--- config.mk ---
export PLATFORM = sky130hd
export DESIGN_NAME = instr_mem_loader
export DESIGN_NICKNAME = d
export VERILOG_FILES = /design/src/rtl/instr_mem_loader.sv
export SDC_FILE = /design/constraint.sdc
export NUM_CORES = 1
export LEC_CHECK = 0
export ABC_AREA = 0
export CAP_MARGIN = 20
export CORE_AREA = 8 8 135 112
export CTS_CLUSTER_DIAMETER = 100
export DETAILED_ROUTE_END_ITERATION = 10
export DIE_AREA = 0 0 143 120
export PLACE_DENSITY_LB_ADDON = 0.05
export SYNTH_ARGS = -nofsm -noshare
export SYNTH_HDL_FRONTEND = slang
export SYNTH_SLANG_ARGS = --single-unit
--- constraint.sdc ---
create_clock -name clock -period 2.8 [get_ports clock]
set_input_delay 0.56 -clock clock [delete_from_list [all_inputs] [get_ports clock]]
set_output_delay 0.56 -clock clock [all_outputs]
set_load 0.005 [all_outputs]
--- src/rtl/instr_mem_loader.sv ---
// ----------------------------------------------------------------------------
// instr_mem_loader
//
// Run-time program loader for the CPU instruction memory. A host (typically a
// UART receiver) streams a big-endian 16-bit word count followed by that many
// big-endian 32-bit instruction words. Each complete word is written to the
// next consecutive instruction-memory word address. The CPU is held in reset
// from power-up and during every load, and released only once a load
// completes successfully.
//
// Stream format:   LEN_HI LEN_LO { B3 B2 B1 B0 } x LEN  [CHK]
//   CHK is present only when LOADER_CHECKSUM_EN is defined. It must equal the
//   XOR of all payload bytes (the length bytes are excluded).
//
// Optional feature macro: LOADER_CHECKSUM_EN
//   undefined : no CHECK state, no XOR register; the last word ends the load.
//   defined   : one trailing check byte is accepted; mismatch ends in ERROR.
//
// Parameters:
//   INSTR_MEM_SIZE  number of 32-bit words in instruction memory
//   ADDR_WIDTH      word-address width, 2**ADDR_WIDTH >= INSTR_MEM_SIZE
//
// Ports:
//   clock       in   system clock, rising edge
//   reset       in   asynchronous active-high reset
//   start       in   single-cycle pulse, begins a load (IDLE/DONE/ERROR only)
//   in_data     in   stream byte
//   in_valid    in   in_data is valid
//   in_ready    out  loader accepts a byte (transfer on in_valid && in_ready)
//   imem_we     out  instruction memory write enable, one pulse per word
//   imem_addr   out  word address of the write (held between writes)
//   imem_wdata  out  word to write (held between writes)
//   cpu_reset   out  active-high CPU reset, low only after a successful load
//   busy        out  load in progress
//   done        out  last load completed successfully (sticky)
//   error       out  last load failed (sticky)
// ----------------------------------------------------------------------------
module instr_mem_loader #(
    parameter int unsigned INSTR_MEM_SIZE = 32,
    parameter int unsigned ADDR_WIDTH     = 5
) (
    input  logic                  clock,
    input  logic                  reset,
    input  logic                  start,
    input  logic [7:0]            in_data,
    input  logic                  in_valid,
    output logic                  in_ready,
    output logic                  imem_we,
    output logic [ADDR_WIDTH-1:0] imem_addr,
    output logic [31:0]           imem_wdata,
    output logic                  cpu_reset,
    output logic                  busy,
    output logic                  done,
    output logic                  error
);

    // One extra bit so the word counter can represent INSTR_MEM_SIZE itself.
    localparam int unsigned CntW    = ADDR_WIDTH + 1;
    localparam logic [15:0] MemSize = 16'(INSTR_MEM_SIZE);

`ifdef LOADER_CHECKSUM_EN
    typedef enum logic [2:0] {
        StIdle  = 3'd0,
        StLenHi = 3'd1,
        StLenLo = 3'd2,
        StData  = 3'd3,
        StDone  = 3'd4,
        StError = 3'd5,
        StCheck = 3'd6
    } state_e;

    // Where the load goes once the payload has been fully received.
    localparam state_e StPayloadEnd = StCheck;
`else
    typedef enum logic [2:0] {
        StIdle  = 3'd0,
        StLenHi = 3'd1,
        StLenLo = 3'd2,
        StData  = 3'd3,
        StDone  = 3'd4,
        StError = 3'd5
    } state_e;

    localparam state_e StPayloadEnd = StDone;
`endif

    // ------------------------------------------------------------------
    // State
    // ------------------------------------------------------------------
    state_e                state_q,    state_d;
    logic [15:0]           length_q,   length_d;
    logic [1:0]            byte_cnt_q, byte_cnt_d;
    logic [CntW-1:0]       word_cnt_q, word_cnt_d;
    // Only the three leading bytes of a word need storing; the fourth byte
    // goes straight into the write data register on its handshake.
    logic [23:0]           asm_q,      asm_d;
    logic                  we_q,       we_d;
    logic [ADDR_WIDTH-1:0] addr_q,     addr_d;
    logic [31:0]           wdata_q,    wdata_d;
`ifdef LOADER_CHECKSUM_EN
    logic [7:0]            xor_q,      xor_d;
`endif

    // ------------------------------------------------------------------
    // Helpers
    // ------------------------------------------------------------------
    logic        xfer;
    logic [15:0] len_new;
    logic        last_word;

    assign xfer    = in_valid && in_ready;
    assign len_new = {length_q[15:8], in_data};
    // word_cnt_q is the index of the word being assembled.
    assign last_word = ((16'(word_cnt_q) + 16'd1) == length_q);

    // ------------------------------------------------------------------
    // Next-state logic
    // ------------------------------------------------------------------
    always_comb begin
        state_d    = state_q;
        length_d   = length_q;
        byte_cnt_d = byte_cnt_q;
        word_cnt_d = word_cnt_q;
        asm_d      = asm_q;
        we_d       = 1'b0;
        addr_d     = addr_q;
        wdata_d    = wdata_q;
`ifdef LOADER_CHECKSUM_EN
        xor_d      = xor_q;
`endif

        unique case (state_q)
            StIdle, StDone, StError: begin
                if (start) begin
                    state_d    = StLenHi;
                    length_d   = '0;
                    byte_cnt_d = '0;
                    word_cnt_d = '0;
                    asm_d      = '0;
`ifdef LOADER_CHECKSUM_EN
                    xor_d      = '0;
`endif
                end
            end

            StLenHi: begin
                if (xfer) begin
                    length_d[15:8] = in_data;
                    state_d        = StLenLo;
                end
            end

            StLenLo: begin
                if (xfer) begin
                    length_d = len_new;
                    if (len_new == 16'd0) begin
                        state_d = StPayloadEnd;
                    end else if (len_new > MemSize) begin
                        state_d = StError;
                    end else begin
                        state_d = StData;
                    end
                end
            end

            StData: begin
                if (xfer) begin
                    asm_d      = {asm_q[15:0], in_data};
                    byte_cnt_d = byte_cnt_q + 2'd1;
`ifdef LOADER_CHECKSUM_EN
                    xor_d      = xor_q ^ in_data;
`endif
                    if (byte_cnt_q == 2'd3) begin
                        // Registered write: the pulse appears next cycle, which
                        // leaves the input free to take a byte every cycle.
                        we_d       = 1'b1;
                        addr_d     = word_cnt_q[ADDR_WIDTH-1:0];
                        wdata_d    = {asm_q, in_data};
                        word_cnt_d = word_cnt_q + CntW'(1);
                        if (last_word) begin
                            state_d = StPayloadEnd;
                        end
                    end
                end
            end

`ifdef LOADER_CHECKSUM_EN
            StCheck: begin
                if (xfer) begin
                    state_d = (in_data == xor_q) ? StDone : StError;
                end
            end
`endif

            default: begin
                state_d = StIdle;
            end
        endcase
    end

    // ------------------------------------------------------------------
    // Registers
    // ------------------------------------------------------------------
    always_ff @(posedge clock or posedge reset) begin
        if (reset) begin
            state_q    <= StIdle;
            length_q   <= '0;
            byte_cnt_q <= '0;
            word_cnt_q <= '0;
            asm_q      <= '0;
            we_q       <= 1'b0;
            addr_q     <= '0;
            wdata_q    <= '0;
`ifdef LOADER_CHECKSUM_EN
            xor_q      <= '0;
`endif
        end else begin
            state_q    <= state_d;
            length_q   <= length_d;
            byte_cnt_q <= byte_cnt_d;
            word_cnt_q <= word_cnt_d;
            asm_q      <= asm_d;
            we_q       <= we_d;
            addr_q     <= addr_d;
            wdata_q    <= wdata_d;
`ifdef LOADER_CHECKSUM_EN
            xor_q      <= xor_d;
`endif
        end
    end

    // ------------------------------------------------------------------
    // Outputs: status is a pure function of the state, so done, busy and
    // cpu_reset all change on the same edge.
    // ------------------------------------------------------------------
    always_comb begin
        in_ready  = 1'b0;
        busy      = 1'b0;
        done      = 1'b0;
        error     = 1'b0;
        cpu_reset = 1'b1;
        unique case (state_q)
            StLenHi, StLenLo, StData: begin
                in_ready = 1'b1;
                busy     = 1'b1;
            end
`ifdef LOADER_CHECKSUM_EN
            StCheck: begin
                in_ready = 1'b1;
                busy     = 1'b1;
            end
`endif
            StDone: begin
                done      = 1'b1;
                cpu_reset = 1'b0;
            end
            StError: begin
                error = 1'b1;
            end
            default: begin
                in_ready = 1'b0;
            end
        endcase
    end

    assign imem_we    = we_q;
    assign imem_addr  = addr_q;
    assign imem_wdata = wdata_q;

endmodule

==> results.txt, run 1 <==
DP Area -> 0.00457 mm²
Synth top cells by count -> 89 x dfrtp_1, 39 x mux2_2, 33 x a22o_1, 24 x nand2_1, 16 x o21ai_0
Grt total ovfl -> 0
Cell Chain, Critical Path -> nor2b_1, and2_1, clkdlybuf4s50_1
Num CTS Buffers -> 9
Post-synthesis sequential area ratio -> 59.2%
Residual DRC -> 0
Critical path launch point type -> flop
Cts hold-fix bufs -> 0
Post-cts resize count -> 0
Hpwl dp -> 6430 µm
R2R Setup Slk -> 0.64 ns
Number of synthesized register bits -> 89
Post-Route WL -> 9390 µm
Critical Path Start -> state_q[2]
Post-DRT Antenna Nets -> 0
Max Clock Freq -> 425 MHz
Worst Path Arrival -> 1.79 ns
Syn_area_per_cell -> 12.7 µm²
Slew headroom -> 34.4%
Drt initial violations -> 126
Leak -> 2.17 nW
Largest net degree at the start of global routing -> 58
CTS Buffer Depth -> 2
P&R area growth vs syn -> 28.8%
Outcome -> complete, no violations
DR vias -> 2,531
Worst-path maximum fanout -> 13
Setup_tns -> 0 ns
Clk_skew -> 0.00887 ns
Final hold vios -> 0
CP Data Required Time -> 2.24 ns
Post-synthesis net count -> 311
Wire per inst -> 17.4 µm
Diode count -> 0
Slowest cell on the critical path -> dfrtp_1
Die ar. -> 0.0172 mm²
Top FF cell, synth -> dfrtp_1
CTS clock-pin slew for the worst setup and hold paths -> 0.06 ns
RSZ-0062 raised after global routing -> false
Final setup fails -> 0
# IOs -> 55
Finished Cell Area -> 0.00484 mm²
R2R Path Start -> word_cnt_q[0]
Number of synthesized flops with an enable pin -> 0
First-pass GRT wire length -> 15,000 µm
Cell Area, Synth -> 0.00376 mm²
Post-synth ARST share -> 100%
Initial Utilization -> 28.8%
Crit. End Element -> output pin
Min-delay src -> length_q[6]
Top cell type's share of synthesized area -> 59.2%
Pwr/cell area -> 1020 mW/mm²
Gr usage total -> 11.4%
Synth top area cells -> dfrtp_1 59%, mux2_2 12%, a22o_1 7.7%, nand2_1 2.4%, o21ai_0 2.1%
CTS tree -> yes
Period utilization -> 84.0%
Die H -> 120 µm
CTS H-tree depth -> 3
Fin. max-slew vios -> 0
Synth cell types -> 43
Slowest Stage Delay on Critical Path -> 0.56 ns
Share of layout cells above drive strength 1 -> 20.3%
Worst Hold Path Cells -> 2
Core area -> 0.0131 mm²
Clock sink count -> 89
Fin nets -> 372
Avg Vias per Cell -> 4.69
Syn Inst Count -> 297
CP Class -> flop to output pin
Vias in the first global route -> 2,642
# fillers -> 1,297
Maxcap violations -> 0
Worst slew pin tran -> 0.984 ns
Reg2reg end -> state_q[0]
Fin util -> 37.0%
WHS Endpoint -> length_q[6]
Hold WC Path Type -> flop to flop
DRT Pass-1 Iters -> 4
RD Place Congestion -> 0.750
Worst VDD drop -> 0.391 mV
I/O Buffers -> 54
Root buf cell -> clkbuf_16
Post-CTS setup buffer count -> 0
Synth area leader -> dfrtp_1
Clk Latency, worst-skew pair -> 0.34 ns
Reg2reg path depth -> 6
Crit path time final -> 2.35 ns
Most common cell in the synthesized netlist -> dfrtp_1
Initial antenna violation count -> 0
Die Span X -> 143 µm
YS warnings -> 0
# rows -> 38
[per-stage QoR]
stage	cells	worst slack [ns]	hold slack, ns	total power [mW]
6_report	540	0.449	0.487	4.96
5_1_grt	540	0.352	0.520	5.29
4_1_cts	540	0.422	0.495	5.05
3_5_place_dp	527	0.259	0.477	3.87
3_3_place_gp	527	0.295	0.470	3.87
2_1_floorplan	297	0.846	0.450	3.04
[how the worst max path moves through the flow]
| stage | to | slack, ns |
|---|---|---|
| floorplan | state_q[0] | 0.85 |
| global placement | state_q[0] | 0.30 |
| detailed placement | state_q[0] | 0.26 |
| CTS | error | 0.42 |
| global route | error | 0.35 |
| finish | error | 0.45 |
[worst max-delay path, delay by kind of cell, from the launching register on]
| family | cells | cell delay (ns) |
|---|---|---|
| buffers and inverters | 1 | 0.50 |
| DFF | 1 | 0.56 |
| and+or+nand+nor | 2 | 0.40 |
[flip-flops by register name (all words and copies together) (netlist names)]
register and flops:
asm_q 24, byte_cnt_q 2, imem_addr 5, imem_wdata 32, imem_we 1, length_q 16, state_q 3, word_cnt_q 6
[final cells by class]
type	count	area [µm²]	share of cell area (%)
clock buffers	9	225	4.65
repair buffers	69	678	14.0
clock inverters	4	47.5	0.982
well taps	180	225	4.65
multi-input cells	182	1410	29.1
inverters	7	30.0	0.620
flip-flops and latches	89	2230	46.0
[kinds of logic (layout without fill, tap and decap cells)]
| family | Yosys count | count (layout) | share of synthesized area [%] |
|---|---|---|---|
| DFF | 89 | 89 | 59.2 |
| AOI/OAI and AO/OA | 73 | 73 | 14.4 |
| and+or+nand+nor | 58 | 58 | 8.02 |
| muxes | 39 | 39 | 11.7 |
| buffers and inverters | 26 | 89 | 3.26 |
| xor gates and xnor gates | 10 | 10 | 2.70 |
| adders and majority gates | 2 | 2 | 0.665 |
[power by group]
| part | internal [mW] | switching (mW) | leakage, nW | total [mW] |
|---|---|---|---|---|
| Sequential | 1.78 | 0.366 | 1.16 | 2.14 |
| Clock | 0.673 | 0.470 | 0.133 | 1.14 |
| Combinational | 0.990 | 0.687 | 0.875 | 1.68 |
| Total | 3.44 | 1.52 | 2.17 | 4.96 |
[per-layer routing]
layer / routed length [µm] / vias to the layer above / track usage, % / share of wire (%)
met5: 0 / - / 0 / 0
met4: 89 / 0 / 3.18 / 0.95
met3: 532 / 9 / 4.13 / 5.7
met2: 3990 / 50 / 15.8 / 43
met1: 4770 / 1277 / 16.3 / 51
li1: - / 1195 / - / -
[cells in the final DEF, fill, tap and decap left out, types with 4 or more instances in the layout]
cell type        count
xnor2_1              5
nand2_1             24
mux2_2              39
xor2_1               4
nor2_1               7
clkbuf_16            9
buf_4               13
a21oi_1              6
inv_1                5
a22o_1              33
dfrtp_1             89
o21ai_0             16
clkdlybuf4s50_1     54
(Power assumes the default switching activity.)
==> run 2: changes to the inputs <==
==> constraint.sdc (replaced) <==
create_clock -name clock -period 2.1 [get_ports clock]
set_input_delay 0.42 -clock clock [delete_from_list [all_inputs] [get_ports clock]]
set_output_delay 0.42 -clock clock [all_outputs]
set_load 0.005 [all_outputs]
==> run 2 against run 1 <==
Non-clock buffer count increased by 16. Final area rose by 3.1%. Combinational power grew 43%. Hold slack gained 0.0083 ns. Critical path depth unchanged. Wire length is 2.9% lower. Global-route usage decreased by 0.064 points. Highest routed layer unchanged.
==> results.txt, run 2 (same netlist as run 1, synthesis figures left out) <==
Critical path's top delay family -> buffers and inverters (was flip-flops)
CTS tree -> yes (unchanged)
Max FFs per register -> 32 (unchanged)
Vias in the first global route -> 2,670 (was 2,642)
RSZ-0062 raised after global routing -> true (was false)
Worst VDD drop -> 0.489 mV (was 0.391 mV)
Clock sink count -> 89 (unchanged)
Worst Path Arrival -> 1.58 ns (was 1.79 ns)
Gr usage total -> 11.4% (about the same)
Final setup fails -> 0 (unchanged)
R2R Path Start -> word_cnt_q[0] (unchanged)
Largest net degree at the start of global routing -> 90 (was 58)
Stages on worst setup path -> 3 (unchanged)
Post-Route WL -> 9120 µm (was 9390 µm)
I/O Buffers -> 54 (unchanged)
Diode count -> 0 (unchanged)
Drt initial violations -> 96 (was 126)
Initial Utilization -> 28.8% (unchanged)
Fin Hold WS -> 0.495 ns (was 0.487 ns)
Avg Vias per Cell -> 4.57 (was 4.69)
Reg2reg path depth -> 6 (unchanged)
Period utilization -> 95.2%
CP Data Required Time -> 1.68 ns (was 2.24 ns)
WP buf/inv -> 1 (unchanged)
Residual DRC -> 0 (unchanged)
# IOs -> 55 (unchanged)
Critical path launch point type -> flop (unchanged)
Crit. End Element -> output pin (unchanged)
Slew headroom -> 30.1% (was 34.4%)
Share of layout cells above drive strength 1 -> 25.1% (was 20.3%)
Clk_skew -> 0.00486 ns (was 0.00887 ns)
Die Span X -> 143 µm (unchanged)
Maxcap violations -> 0 (unchanged)
Fin. max-slew vios -> 0 (unchanged)
Post-DRT Antenna Nets -> 0 (unchanged)
Critical Path Start -> state_q[1] (was state_q[2])
CTS clock-pin slew for the worst setup and hold paths -> 0.06 ns (about the same)
Clk Latency, worst-skew pair -> 0.33 ns (was 0.34 ns)
Max Clock Freq -> 500 MHz
DRT Pass-1 Iters -> 4 (unchanged)
Power Total -> 6.72 mW (was 4.96 mW)
Fin util -> 38.2% (was 37.0%)
Die H -> 120 µm (unchanged)
Outcome -> complete, no violations (unchanged)
Hold WC Path Type -> flop to flop (unchanged)
Leak -> 2.24 nW (was 2.17 nW)
Cell Chain, Critical Path -> nor2b_4, and2_1, clkdlybuf4s50_1 (was nor2b_1, and2_1, clkdlybuf4s50_1)
Worst Hold Path Cells -> 2 (unchanged)
WHS Endpoint -> length_q[7] (was length_q[6])
Crit path time final -> 2.00 ns
# rows -> 38 (unchanged)
Final hold vios -> 0 (unchanged)
Pwr/cell area -> 1350 mW/mm² (was 1020 mW/mm²)
Initial antenna violation count -> 0 (unchanged)
Num CTS Buffers -> 9 (unchanged)
Grt total ovfl -> 0 (unchanged)
First-pass GRT wire length -> 15,200 µm (was 15,000 µm)
DR vias -> 2,554 (was 2,531)
P&R area growth vs syn -> 32.8% (was 28.8%)
Most frequent cells in the layout -> 86 x dfrtp_1, 54 x clkdlybuf4s50_1, 39 x mux2_2 (was 89 x dfrtp_1, 54 x clkdlybuf4s50_1, 39 x mux2_2)
Slowest cell on the critical path -> clkdlybuf4s50_1 (was dfrtp_1)
CP Class -> flop to output pin (unchanged)
Reg2reg end -> state_q[2] (was state_q[0])
CTS Buffer Depth -> 2 (unchanged)
Worst-path maximum fanout -> 9 (was 13)
CTS H-tree depth -> 3 (unchanged)
Area of the multi-input gates -> 0.00142 mm² (was 0.00141 mm²)
Worst slew pin tran -> 1.05 ns (was 0.984 ns)
Wire per inst -> 16.3 µm (was 17.4 µm)
Commonest non-fill, non-tap cell in the layout -> dfrtp_1 (unchanged)
Slowest Stage Delay on Critical Path -> 0.50 ns (was 0.56 ns)
R2R Setup Slk -> 0.12 ns (was 0.64 ns)
Root buf cell -> clkbuf_16 (unchanged)
RD Place Congestion -> 0.759 (was 0.750)
Core area -> 0.0131 mm² (unchanged)
Cts hold-fix bufs -> 0 (unchanged)
Hpwl dp -> 6340 µm (was 6430 µm)
Min-delay src -> length_q[7] (was length_q[6])
FF+latch area -> 0.00223 mm² (about the same)
Die ar. -> 0.0172 mm² (unchanged)
# fillers -> 1,265 (was 1,297)
Fin nets -> 388 (was 372)
==> run 2: cell count changes in the layout (fill, tap and decap cells not counted), sizes merged <==
cell / delta
buf: +16
clkbuf: +3
bufinv: -1
clkinvlp: +1
==> run 2: how the worst max path moves through the flow <==
stage	end	slack, ns
after floorplan	state_q[0]	0.29
after global placement	state_q[0]	-0.25
after detailed placement	state_q[0]	-0.26
after CTS	error	0.03
after global routing	length_q[1]	-0.04
final	error	0.10
==> run 2: area by class of cell <==
class	instances	area share [%]
clock inverter	4	0.576
multi-input combinational	182	28.4
timing repair buffer	85	16.2
inverter	7	0.602
sequential	89	44.7
clock buffer	12	4.94
tap	180	4.51
==> run 2: per-stage QoR <==
step,area (µm²),instances,setup WS (ns),TNS [ns]
floorplan,3760,297,0.286,0
global placement,4680,540,-0.252,-2.70
detailed placement,4680,540,-0.259,-3.66
CTS,4960,556,0.0321,0
global route,4990,559,-0.0372,-0.104
finish,4990,559,0.101,0
==> run 2: what timing repair did <==
item | 4_1_cts | 5_1_grt
resized for setup | 3 | 3
pin swaps | 0 | 0
setup buffers | 0 | 3
endpoints found under the hold margin | 0 | 0
endpoints found under the setup margin | 2 | 10
==> run 2: routing by layer <==
metal	part of all wire (%)	track usage, %	up-vias	routed length [µm]
met5	0	0	-	0
met4	1.3	3.58	0	117
met3	5.0	3.65	10	453
met2	43	16.2	41	3910
met1	51	15.9	1270	4630
li1	-	-	1233	-
==> run 2: worst min-delay path: cells and delay by family, from the launching register on <==
kind	cells	cell delay, ns
AO/OA/AOI/OAI	1	0.06
flip-flops	1	0.35
AND/OR/NAND/NOR	1	0.05
==> run 2: where the power goes <==
part           leakage, nW  switching [mW]  internal [mW]
Sequential            1.16           0.453           2.37
Combinational        0.958           0.968           1.45
Clock                0.129           0.647          0.835
Total                 2.24            2.07           4.65
==> run 3: changes to the inputs <==
--- a/config.mk
+++ b/config.mk
@@ -12,6 +12,8 @@
 export DETAILED_ROUTE_END_ITERATION = 10
 export DIE_AREA = 0 0 143 120
 export PLACE_DENSITY_LB_ADDON = 0.05
+export SETUP_SLACK_MARGIN = 0.5
+export SLEW_MARGIN = 20
 export SYNTH_ARGS = -nofsm -noshare
 export SYNTH_HDL_FRONTEND = slang
 export SYNTH_SLANG_ARGS = --single-unit
==> constraint.sdc (replaced) <==
create_clock -name clock -period 2.1 [get_ports clock]
set_input_delay 0.315 -clock clock [delete_from_list [all_inputs] [get_ports clock]]
set_output_delay 0.315 -clock clock [all_outputs]
set_load 0.005 [all_outputs]
==> run 3 against run 2 <==
Wire length up 8.0%. Sequential cell count unchanged. Final area up 9.1%. Final cell count up 2.9%. Utilization up 3.5 points. Sequential share of layout area down 3.7 points. Largest cell class unchanged.
==> results.txt, run 3 (same netlist as run 1, synthesis figures left out) <==
Final hold vios -> 0 (unchanged)
Clk_skew -> 0.00623 ns (was 0.00486 ns)
Worst VDD drop -> 0.587 mV (was 0.489 mV)
CTS H-tree depth -> 3 (unchanged)
Fin nets -> 404 (was 388)
Critical path launch point type -> flop (unchanged)
Slowest Stage Delay on Critical Path -> 0.47 ns (was 0.50 ns)
Worst setup margin -> 0.236 ns (was 0.101 ns)
R2R Path Start -> word_cnt_q[1] (was word_cnt_q[0])
CP Data Required Time -> 2.37 ns (was 1.68 ns)
Vias in the first global route -> 2,733 (was 2,670)
WP buf/inv -> 0 (was 1)
Crit. End Element -> flop (was output pin)
Post-Route WL -> 9850 µm (was 9120 µm)
Maxcap violations -> 0 (unchanged)
I/O Buffers -> 54 (unchanged)
Clk Latency, worst-skew pair -> 0.34 ns (was 0.33 ns)
Clock sink count -> 89 (unchanged)
Residual DRC -> 0 (unchanged)
Cell Chain, Critical Path -> ha_4, xnor2_2, nand2_1, or4_4, o31ai_4, a22o_1 (was nor2b_4, and2_1, clkdlybuf4s50_1)
Largest net degree at the start of global routing -> 90 (unchanged)
Worst-path maximum fanout -> 7 (was 9)
P&R area growth vs syn -> 44.9% (was 32.8%)
DR vias -> 2,692 (was 2,554)
First-pass GRT wire length -> 15,500 µm (was 15,200 µm)
Fin. max-slew vios -> 0 (unchanged)
CTS Buffer Depth -> 2 (unchanged)
Die H -> 120 µm (unchanged)
Worst slack, placed -> -0.138 ns (was -0.259 ns)
Die Span X -> 143 µm (unchanged)
CP Class -> flop to flop (was flop to output pin)
Grt total ovfl -> 0 (unchanged)
Area of the multi-input gates -> 0.00165 mm² (was 0.00142 mm²)
Most frequent cells in the layout -> 84 x dfrtp_1, 45 x clkdlybuf4s50_1, 33 x a22o_1, 33 x buf_4 (was 86 x dfrtp_1, 54 x clkdlybuf4s50_1, 39 x mux2_2)
Share of layout cells above drive strength 1 -> 34.7% (was 25.1%)
Worst slew pin tran -> 0.590 ns (was 1.05 ns)
Slew headroom -> 60.4% (was 30.1%)
Wire per inst -> 17.1 µm (was 16.3 µm)
Max Clock Freq -> 537 MHz (was 500 MHz)
Cts hold-fix bufs -> 0 (unchanged)
# fillers -> 1,240 (was 1,265)
Critical path's top delay family -> simple AND/OR/NAND/NOR gates (was buffers and inverters)
Die ar. -> 0.0172 mm² (unchanged)
Drt initial violations -> 154 (was 96)
Placed insts -> 539 (was 540)
Hold WC Path Type -> input port to asynchronous set/reset pin (was flop to flop)
Pwr/cell area -> 1360 mW/mm² (was 1350 mW/mm²)
RSZ-0062 raised after global routing -> true (unchanged)
Worst Path Arrival -> 2.13 ns (was 1.58 ns)
Avg Vias per Cell -> 4.68 (was 4.57)
Critical Path Start -> word_cnt_q[1] (was state_q[1])
Slowest cell on the critical path -> dfrtp_2 (was clkdlybuf4s50_1)
Leak -> 2.53 nW (was 2.24 nW)
Fin Hold WS -> 0.436 ns (was 0.495 ns)
Final std cells w/o fill -> 575 (was 559)
R2R Setup Slk -> 0.24 ns (was 0.12 ns)
Stages on worst setup path -> 6 (was 3)
Initial Utilization -> 28.8% (unchanged)
# IOs -> 55 (unchanged)
Hpwl dp -> 6330 µm (was 6340 µm)
Commonest non-fill, non-tap cell in the layout -> dfrtp_1 (unchanged)
Outcome -> complete, no violations (unchanged)
# rows -> 38 (unchanged)
Core area -> 0.0131 mm² (unchanged)
Num CTS Buffers -> 9 (unchanged)
Root buf cell -> clkbuf_16 (unchanged)
Reg2reg path depth -> 6 (unchanged)
Post-DRT Antenna Nets -> 0 (unchanged)
Crit path time final -> 1.86 ns (was 2.00 ns)
Initial antenna violation count -> 0 (unchanged)
Setup_tns -> 0 ns (unchanged)
RD Place Congestion -> 0.763 (was 0.759)
Period utilization -> 88.7% (was 95.2%)
Reg2reg end -> state_q[2] (unchanged)
FF+latch area -> 0.00223 mm² (about the same)
CTS tree -> yes (unchanged)
Max FFs per register -> 32 (unchanged)
Gr usage total -> 11.7% (was 11.4%)
Fin util -> 41.7% (was 38.2%)
Final setup fails -> 0 (unchanged)
CTS clock-pin slew for the worst setup and hold paths -> 0.06 ns (about the same)
Diode count -> 0 (unchanged)
Worst setup path end -> state_q[2] (was error)
DRT Pass-1 Iters -> 4 (unchanged)
[run 3: changes by cell type in the layout (fill, tap and decap cells not counted), moves of 3 or more]
cell             before  now
dlymetal6s2s_1        0    4
buf_4                28   33
mux2_4                0   17
clkdlybuf4s50_1      54   45
o21ai_0              16   13
nor4_1                3    0
buf_6                 0    8
mux2_2               39   22
[run 3: power by group]
group | internal [mW] | total, mW | switching (mW)
Combinational | 1.78 | 2.92 | 1.14
Sequential | 2.38 | 2.89 | 0.510
Clock | 0.958 | 1.62 | 0.658
[run 3: metrics by stage]
step / total power [mW] / cell area (µm²)
2_1_floorplan: 4.10 / 3790
3_3_place_gp: 5.28 / 4680
3_5_place_dp: 5.29 / 4680
4_1_cts: 7.18 / 5150
5_1_grt: 7.91 / 5450
6_report: 7.43 / 5450
[run 3: repair_timing]
action | CTS | global route
buffers inserted | 11 | 7
setup endpoints to repair | 69 | 49
gates resized for setup | 26 | 58
cloned | 1 | 1
pin swaps | 2 | 11
[run 3: worst min-delay path by stage]
stage,to,cells past startpoint,startpoint
3_3_place_gp,length_q[6],2,length_q[6]
6_report,imem_wdata[17],3,reset
3_5_place_dp,length_q[7],2,length_q[7]
5_1_grt,imem_wdata[17],3,reset
2_1_floorplan,length_q[10],1,in_data[2]
4_1_cts,length_q[7],2,length_q[7]
[run 3: metal layers]
| layer | part of all wire, % | wire, µm | track usage, % | up-vias |
|---|---|---|---|---|
| met5 | 0 | 0 | 0 | - |
| met4 | 1.0 | 98 | 3.18 | 0 |
| met3 | 6.3 | 618 | 4.76 | 9 |
| met2 | 41 | 4070 | 16.0 | 51 |
| met1 | 51 | 5060 | 16.6 | 1367 |
| li1 | - | - | - | 1265 |
[run 3: layout make-up]
class                   instances  area share, %
flip-flops and latches         89           41.0
multi-input cells             182           30.3
repair buffers                101           18.4
clock buffers                  12           4.53
well taps                     180           4.14
clock inverters                 4          0.942
inverters                       7          0.781
[run 3: tightest hold or removal path, cell delays in order]
cell             delay [ns]
clkdlybuf4s50_1        0.44
clkinvlp_4             0.09
buf_12                 0.36
